**config.mk**
```make
export PLATFORM = sky130hd
export DESIGN_NAME = countdown_timer
export DESIGN_NICKNAME = d
export VERILOG_FILES = /design/src/rtl/countdown_timer_pkg.sv /design/src/rtl/countdown_timer_bcd_time_adder.sv /design/src/rtl/countdown_timer.sv
export SDC_FILE = /design/constraint.sdc
export NUM_CORES = 1
export LEC_CHECK = 0
export CORE_MARGIN = 2
export CORE_UTILIZATION = 35
export DETAILED_ROUTE_END_ITERATION = 10
export GPL_ROUTABILITY_DRIVEN = 1
export HOLD_SLACK_MARGIN = 0.02
export PLACE_DENSITY_LB_ADDON = 0.15
export SLEW_MARGIN = 20
export SYNTH_ARGS = -nofsm -noshare
export SYNTH_HDL_FRONTEND = slang
export SYNTH_HIERARCHICAL = 1
export SYNTH_SLANG_ARGS = --single-unit
```
**constraint.sdc**
```tcl
create_clock -name clk_10Hz -period 14.79 [get_ports clk_10Hz]
set_input_delay 4.437 -clock clk_10Hz [delete_from_list [all_inputs] [get_ports clk_10Hz]]
set_output_delay 4.437 -clock clk_10Hz [all_outputs]
set_load 0.01 [all_outputs]
```
**src/rtl/countdown_timer_pkg.sv**
```systemverilog
// Shared types for the maze-game countdown timer: FSM states, the BCD time
// word and the saturation limit of 59:59.9 expressed in tenths.
package countdown_timer_pkg;

    typedef enum logic [1:0] {
        ST_IDLE    = 2'd0,
        ST_RUN     = 2'd1,
        ST_PAUSE   = 2'd2,
        ST_EXPIRED = 2'd3
    } state_t;

    localparam int unsigned MAX_TENTHS = 35999;

    typedef struct packed {
        logic [3:0] min1;
        logic [3:0] min0;
        logic [3:0] sec1;
        logic [3:0] sec0;
        logic [3:0] tenth;
    } bcd_time_t;

    function automatic logic is_zero(input bcd_time_t t);
        return (t == '0);
    endfunction

    // True below 00:10.0: only seconds units and tenths are nonzero.
    function automatic logic under_10s(input bcd_time_t t);
        return (t.min1 == 4'd0) && (t.min0 == 4'd0) && (t.sec1 == 4'd0);
    endfunction

endpackage

```
**src/rtl/countdown_timer_bcd_time_adder.sv**
```systemverilog
// Combinational BCD time arithmetic: optional bonus add and optional one-tenth
// decrement in one step, saturated at 59:59.9 and floored at 00:00.0.
module bcd_time_adder
    import countdown_timer_pkg::*;
#(
    parameter int unsigned BONUS_SEC = 5
) (
    input  bcd_time_t i_value,
    input  logic      i_bonus_en,
    input  logic      i_dec_en,
    output bcd_time_t o_value
);

    localparam logic [16:0] BONUS_TENTHS = 17'(BONUS_SEC * 10);
    localparam logic [16:0] SAT_TENTHS   = 17'(MAX_TENTHS);

    logic [16:0] w_tenths;
    logic [16:0] w_sum;
    logic [16:0] w_mins;
    logic [16:0] w_rem;

    // Work in binary tenths so bonus and borrow share one carry chain,
    // then split back into minutes/seconds/tenths digits.
    always_comb begin
        w_tenths = 17'(i_value.min1) * 17'd6000 + 17'(i_value.min0) * 17'd600
                 + 17'(i_value.sec1) * 17'd100  + 17'(i_value.sec0) * 17'd10
                 + 17'(i_value.tenth);
        w_sum = w_tenths + (i_bonus_en ? BONUS_TENTHS : 17'd0);
        if (i_dec_en && (w_sum != 17'd0)) begin
            w_sum = w_sum - 17'd1;
        end
        if (w_sum > SAT_TENTHS) begin
            w_sum = SAT_TENTHS;
        end
        w_mins        = w_sum / 17'd600;
        w_rem         = w_sum % 17'd600;
        o_value.min1  = 4'(w_mins / 17'd10);
        o_value.min0  = 4'(w_mins % 17'd10);
        o_value.sec1  = 4'(w_rem / 17'd100);
        o_value.sec0  = 4'((w_rem % 17'd100) / 17'd10);
        o_value.tenth = 4'(w_rem % 17'd10);
    end

endmodule

```
**src/rtl/countdown_timer.sv**
```systemverilog
// Maze-game countdown: counts down from a preset in tenths of a second with
// start/pause toggle, reload and trophy time bonus.
module countdown_timer
    import countdown_timer_pkg::*;
#(
    parameter int unsigned PRESET_MIN = 2,
    parameter int unsigned PRESET_SEC = 0,
    parameter int unsigned BONUS_SEC  = 5
) (
    input  logic       clk_10Hz,
    input  logic       rst,
    input  logic       btn_start,
    input  logic       cnt_enable,
    input  logic       load,
    input  logic       bonus,
    output logic [3:0] tenth,
    output logic [3:0] sec0,
    output logic [3:0] sec1,
    output logic [3:0] min0,
    output logic [3:0] min1,
    output logic       running,
    output logic       time_up,
    output logic       warning
);

    localparam bcd_time_t PRESET = {4'(PRESET_MIN / 10), 4'(PRESET_MIN % 10),
                                    4'(PRESET_SEC / 10), 4'(PRESET_SEC % 10), 4'd0};

    state_t    r_state;
    bcd_time_t r_value;
    logic      r_btn_d;
    logic      r_running;
    logic      r_time_up;
    logic      r_warning;

    logic      w_press;
    logic      w_bonus_en;
    logic      w_dec_en;
    bcd_time_t w_sum;

    assign w_press    = btn_start & ~r_btn_d;
    assign w_bonus_en = bonus & ~load & (r_state != ST_EXPIRED);
    // A press in RUN pauses without consuming a tenth.
    assign w_dec_en   = ~load & (r_state == ST_RUN) & ~w_press & cnt_enable;

    bcd_time_adder #(
        .BONUS_SEC (BONUS_SEC)
    ) u_adder (
        .i_value    (r_value),
        .i_bonus_en (w_bonus_en),
        .i_dec_en   (w_dec_en),
        .o_value    (w_sum)
    );

    always_ff @(posedge clk_10Hz or posedge rst) begin
        if (rst) begin
            r_state   <= ST_IDLE;
            r_value   <= PRESET;
            r_btn_d   <= 1'b0;
            r_running <= 1'b0;
            r_time_up <= 1'b0;
            r_warning <= 1'b0;
        end else begin
            r_btn_d <= btn_start;
            if (load) begin
                r_state   <= ST_IDLE;
                r_value   <= PRESET;
                r_running <= 1'b0;
                r_time_up <= 1'b0;
                r_warning <= 1'b0;
            end else begin
                case (r_state)
                    ST_IDLE, ST_PAUSE: begin
                        r_value <= w_sum;
                        if (w_press && is_zero(w_sum)) begin
                            r_state   <= ST_EXPIRED;
                            r_time_up <= 1'b1;
                        end else if (w_press) begin
                            r_state   <= ST_RUN;
                            r_running <= 1'b1;
                            r_warning <= under_10s(w_sum);
                        end
                    end
                    ST_RUN: begin
                        r_value <= w_sum;
                        if (w_press) begin
                            r_state   <= ST_PAUSE;
                            r_running <= 1'b0;
                            r_warning <= 1'b0;
                        end else if (is_zero(w_sum)) begin
                            r_state   <= ST_EXPIRED;
                            r_running <= 1'b0;
                            r_time_up <= 1'b1;
                            r_warning <= 1'b0;
                        end else begin
                            r_warning <= under_10s(w_sum);
                        end
                    end
                    ST_EXPIRED: begin
                        r_value <= r_value;
                    end
                endcase
            end
        end
    end

    assign {min1, min0, sec1, sec0, tenth} = r_value;
    assign running = r_running;
    assign time_up = r_time_up;
    assign warning = r_warning;

endmodule
```
==> qor.csv, run 1 <==
metric,value,unit
gr usage total,23.03,%
GRT Residual Overflow,0,
Layout Nets,1688,
"area leader, netlist",ha_1,
count of different cell masters after synthesis,118,
Seq cells post-synth,26,
die width,163.7,µm
Hold WC Path Type,reg -> reg,
"Cell Area, Synth",0.008925,mm²
crit path capture type,register,
outcome,"finished, violations left",
vias in the first global route,10455,
Clock transition at path regs,0.06,ns
CP Data Required Time,14.98,ns
DRC Markers,0,
Initial DRC Count,732,
Synth area leaders,"ha_1 12%, dfrtp_1 7.0%, fa_1 5.8%, xnor2_1 4.8%, a21oi_1 4.3%",
final WL,31870,µm
FMAX,64.25,MHz
die height,163.7,µm
number of synthesized flops with an enable pin,0,
IO buf count,28,
htree depth,1,
CP startpoint kind,primary input,
Yosys top cell area share,11.92,%
Crit path arrival time,15.75,ns
most frequent cell after synthesis,nand2_1,
# diodes,0,
Mapped Cells,1163,
vias per cell,5.655,
ys async rst share,100.0,%
"slowest stage delay, CP",0.45,ns
CTS tree,built,
Final Cell Area,0.01378,mm²
max-cap violations,0,
"Seq/Total Area, Yosys",7.304,%
placer congestion estimate,0.8795,
Post-synth top cells,"90 x nand2_1, 85 x ha_1, 81 x nor2_1",
cell row count,58,
Synth Flop Type,dfrtp_1,
Crit Path Max Fanout,8,
Layout area overhead,54.42,%
Routed Antenna Nets,0,
Bufs and invs on worst path,9,
"Min Clock Period, post-route",15.56,ns
clk_skew,0.002457,ns
clk buf depth,2,
cell with the most instances on the worst path,buf_4,
antenna violations before repair,0,
I/O pins,29,
crit-path leading delay family,compound AO/OA/AOI/OAI gates,
cts hold-fix bufs,0,
crit path kind,in -> reg,
ratio of cells with drive above 1 in the final layout,40.96,%
first-pass GRT wire length,51590,µm
period utilization,105.2,%
CTS Buf Count,3,
slack of the critical path,-0.7733,ns
Final Max Slew Viols,0,
setup violators final,11,
Fin. Hold Viols,0,
DP Area,0.01250,mm²
Rel. slew slack,37.64,%
root buffer cell,clkbuf_16,
CP max-delay cell,fa_1,
final core occ,54.89,%
DR pass1 iterations,6,
Starting Density,35.54,%
die area,0.02679,mm²
synthesized area per cell,7.674,µm²
failing checks,setup timing,
Via Count,10744,
worst hold slack,0.5449,ns
Worst Tran Pin Value,0.9297,ns
Final HPWL DP,25220,µm
Worst-Skew Late Latency,0.25,ns
post-DR wirelength/cell,16.77,µm
clock sinks,26,
CORE AREA,0.02511,mm²
RSZ-0062 raised after global routing,yes,
Synth warnings,6,
largest net degree at the start of global routing,27,
==> sequential cells by signal (all words and copies together) (netlist names) <==
signal / flops
r_state: 2
min0: 4
sec1: 4
time_up: 1
tenth: 4
warning: 1
min1: 4
r_btn_d: 1
running: 1
sec0: 4
==> worst paths after layout <==
path	start	to	slack [ns]	cells after the start
setup / recovery	load	time_up	-0.77	54
hold / removal	min0[1]	min0[1]	0.54	2
setup reg to reg	min1[2]	time_up	0.78	59
hold reg to reg	min0[1]	min0[1]	0.54	2
max in group asynchronous	rst	min1[3]	9.78	2
min in group asynchronous	rst	sec0[3]	4.58	2
==> per-layer routing <==
layer  up-vias  share of wire (%)  wire length, µm  track usage (%)
li1       5282                  -                -                -
met3        32                2.3              731           0.6856
met5         -                  0                0                0
met1      5219                 46            14700            31.01
met4         0                1.2              392            3.509
met2       211                 50            16040            41.63
==> logic make-up after synthesis <==
family	after synthesis	share of synthesized area, %
simple gates	410	24.84
compound gates	403	34.50
buf+inv	123	5.762
fa+ha+maj	112	17.86
xor+xnor	67	6.996
flops	26	7.304
mux	21	2.692
other cells	1	0.04202
==> metrics by stage <==
| step | setup slack, ns | setup TNS (ns) | cells |
|---|---|---|---|
| after floorplan | -0.7768 | -3.750 | 1164 |
| after CTS | -0.7115 | -4.374 | 1884 |
| after detailed placement | -1.806 | -17.47 | 1853 |
| final | -0.7733 | -5.738 | 1900 |
| after global routing | -1.337 | -11.83 | 1900 |
| after global placement | -1.778 | -17.05 | 1853 |
==> layout by cell type (no fill, tap or decap), types with 8 or more instances in the layout <==
cell type and instances:
a31oi_1 11, nand4_1 14, nor4_1 11, xnor2_1 39, xnor2_2 15, o21ai_1 20, inv_1 72, or3_4 9
a22o_1 19, nor3_1 30, xor2_1 11, and3_1 20, nor3_2 8, a21oi_1 60, a21oi_2 13, dfrtp_1 25
o21ai_0 35, a211oi_1 18, clkdlybuf4s50_1 26, nor2_1 76, ha_1 82, nand2_1 85, a21o_1 16, o21a_1 13
nor2b_1 8, o211ai_1 20, a211o_1 11, mux2i_1 12, buf_4 399, and2_1 10, fa_1 25, nand2b_1 9
buf_6 14, nand3_1 37
==> cell type report <==
type | count | area, µm²
Multi-Input combinational cell | 1017 | 8870
Clock buffer | 4 | 88.84
Sequential cell | 26 | 651.9
Tap cell | 330 | 412.9
Inverter | 82 | 310.3
Fill cell | 2413 | 11330
Timing Repair Buffer | 441 | 3448
==> repair_timing <==
item                                   in CTS  in global routing
cloned                                      2                  0
buffers inserted                           26                 16
resized for setup                          86                 90
endpoints found under the hold margin       0                  0
setup endpoints to repair                  12                 12
pin swaps                                  46                 50
==> worst register-to-register path, delay by kind of cell (launching register included) <==
| family | cells | cell delay (ns) |
|---|---|---|
| adders and majority gates | 9 | 2.90 |
| DFF | 1 | 0.52 |
| muxes | 1 | 0.25 |
| xor gates and xnor gates | 3 | 0.53 |
| AOI/OAI and AO/OA | 27 | 6.05 |
| buffers and inverters | 7 | 0.89 |
| and+or+nand+nor | 12 | 2.76 |
Power of run 1 is not shown: default switching activity piles up to over one toggle a cycle in this logic, so the estimate is an artifact.
==> run 2: changes to the inputs <==
--- a/config.mk
+++ b/config.mk
@@ -11,7 +11,7 @@
 export GPL_ROUTABILITY_DRIVEN = 1
 export HOLD_SLACK_MARGIN = 0.02
 export PLACE_DENSITY_LB_ADDON = 0.15
-export SLEW_MARGIN = 20
+export SLEW_MARGIN = 5
 export SYNTH_ARGS = -nofsm -noshare
 export SYNTH_HDL_FRONTEND = slang
 export SYNTH_HIERARCHICAL = 1
==> qor.csv, run 2 (synthesis gave the netlist of run 1 again) <==
metric,value,unit,change
setup violators final,11,,unchanged
Clock transition at path regs,0.06,ns,about the same
Crit Path Max Fanout,8,,unchanged
grt peak-use layer,met2,,unchanged
failing checks,setup timing,,unchanged
CTS Buf Count,3,,unchanged
met2 usage,41.63,%,unchanged
slack of the critical path,-0.7733,ns,about the same
DR pass1 iterations,6,,unchanged
Starting Density,35.54,%,unchanged
met1 Use GR,31.01,%,unchanged
CP startpoint kind,primary input,,unchanged
M3 GR Usage,0.6856,%,unchanged
placer congestion estimate,0.8795,,unchanged
vias per cell,5.655,,about the same
cts hold-fix bufs,0,,unchanged
Final Cell Area,0.01378,mm²,unchanged
antenna violations before repair,0,,unchanged
CP Data Required Time,14.98,ns,about the same
DRC Markers,0,,unchanged
Crit path arrival time,15.75,ns,about the same
most frequent cells in the layout,"399 x buf_4, 85 x nand2_1, 82 x ha_1, 76 x nor2_1, 73 x inv_1",,"was 399 x buf_4, 85 x nand2_1, 82 x ha_1, 76 x nor2_1, 72 x inv_1"
gr usage total,23.03,%,unchanged
"Min Clock Period, post-route",15.56,ns,about the same
# placed instances,1853,,unchanged
Routed Antenna Nets,0,,unchanged
DP Area,0.01250,mm²,unchanged
Final Max Slew Viols,0,,unchanged
final WL,31870,µm,about the same
max-cap violations,0,,unchanged
crit-path leading delay family,compound AO/OA/AOI/OAI gates,,unchanged
largest net degree at the start of global routing,27,,unchanged
ratio of cells with drive above 1 in the final layout,40.96,%,unchanged
cell row count,58,,unchanged
GRT Residual Overflow,0,,unchanged
die area,0.02679,mm²,unchanged
outcome,"finished, violations left",,unchanged
die width,163.7,µm,unchanged
die height,163.7,µm,unchanged
area occupied by multi-input gates,0.008870,mm²,unchanged
Filler cells,2413,,unchanged
clock sinks,26,,unchanged
cell with the most instances on the worst path,buf_4,,unchanged
fin cells,1900,,unchanged
Final HPWL DP,25220,µm,unchanged
vias in the first global route,10455,,unchanged
Hold WC Path Type,reg -> reg,,unchanged
CORE AREA,0.02511,mm²,unchanged
IO buf count,28,,unchanged
period utilization,105.2,%,about the same
crit path capture type,register,,unchanged
Fin. Hold Viols,0,,unchanged
final core occ,54.89,%,unchanged
I/O pins,29,,unchanged
Initial DRC Count,732,,unchanged
Layout area overhead,54.42,%,unchanged
htree depth,1,,unchanged
setup_tns,-5.739,ns,was -5.738 ns
clk_skew,0.002457,ns,unchanged
Worst Tran Pin Value,0.9858,ns,was 0.9297 ns
root buffer cell,clkbuf_16,,unchanged
FMAX,64.25,MHz,about the same
clk buf depth,2,,unchanged
CP max-delay cell,fa_1,,unchanged
RSZ-0062 raised after global routing,yes,,unchanged
crit path kind,in -> reg,,unchanged
# diodes,0,,unchanged
Via Count,10745,,was 10744
"slowest stage delay, CP",0.45,ns,about the same
Rel. slew slack,34.21,%,was 37.64%
first-pass GRT wire length,51590,µm,unchanged
Layout Nets,1688,,unchanged
CTS tree,built,,unchanged
total area of sequential cells,651.9,µm²,unchanged
Bufs and invs on worst path,9,,unchanged
Worst-Skew Late Latency,0.25,ns,about the same
post-DR wirelength/cell,16.77,µm,about the same
"commonest non-fill, non-tap cell in the layout",buf_4,,unchanged
[run 2: changes by cell type in the layout (fill, tap and decap cells not counted), sizes merged]
cell / change
clkinv: -1
inv: +1
[run 2: final timing paths]
| check | from | to | slack (ns) | cells past startpoint |
|---|---|---|---|---|
| setup reg to reg | min1[2] | time_up | 0.78 | 59 |
| setup / recovery | load | time_up | -0.77 | 54 |
| max in group asynchronous | rst | min1[3] | 9.48 | 2 |
| min in group asynchronous | rst | sec0[3] | 4.71 | 2 |
| hold / removal | min0[1] | min0[1] | 0.54 | 2 |
| hold reg to reg | min0[1] | min0[1] | 0.54 | 2 |
[run 2: routing by layer]
metal / wire [µm] / share of wire, %
met4: 392 / 1.2
met1: 14700 / 46
met5: 0 / 0
met2: 16040 / 50
met3: 731 / 2.3
[run 2: cell type report]
class | count | area share, %
well taps | 330 | 2.996
inverters | 82 | 2.251
repair buffers | 441 | 25.02
flip-flops and latches | 26 | 4.730
multi-input cells | 1017 | 64.36
clock buffers | 4 | 0.6446
[run 2: metrics by stage]
stage | setup WS (ns) | hold slack [ns]
after floorplan | -0.7768 | 0.5184
after global placement | -1.778 | 0.5197
after detailed placement | -1.806 | 0.5358
after CTS | -0.7115 | 0.5492
after global routing | -1.337 | 0.5667
final | -0.7733 | 0.5449
[run 2: timing repair]
item                       CTS  global route
setup buffers               26            16
setup endpoints to repair   12            12
gates cloned                 2             0
pin swaps                   46            50
resized for setup           86            90
[run 2: worst register-to-register path: cells and delay by family, from the launching register on]
| family | cells | cell delay [ns] |
|---|---|---|
| AO/OA/AOI/OAI | 27 | 6.05 |
| adder cells (fa/ha/maj) | 9 | 2.90 |
| AND/OR/NAND/NOR | 12 | 2.76 |
| buffers and inverters | 7 | 0.89 |
| XOR/XNOR | 3 | 0.53 |
| flip-flops | 1 | 0.52 |
| multiplexers | 1 | 0.25 |
Power of run 2 is left out for the same reason.
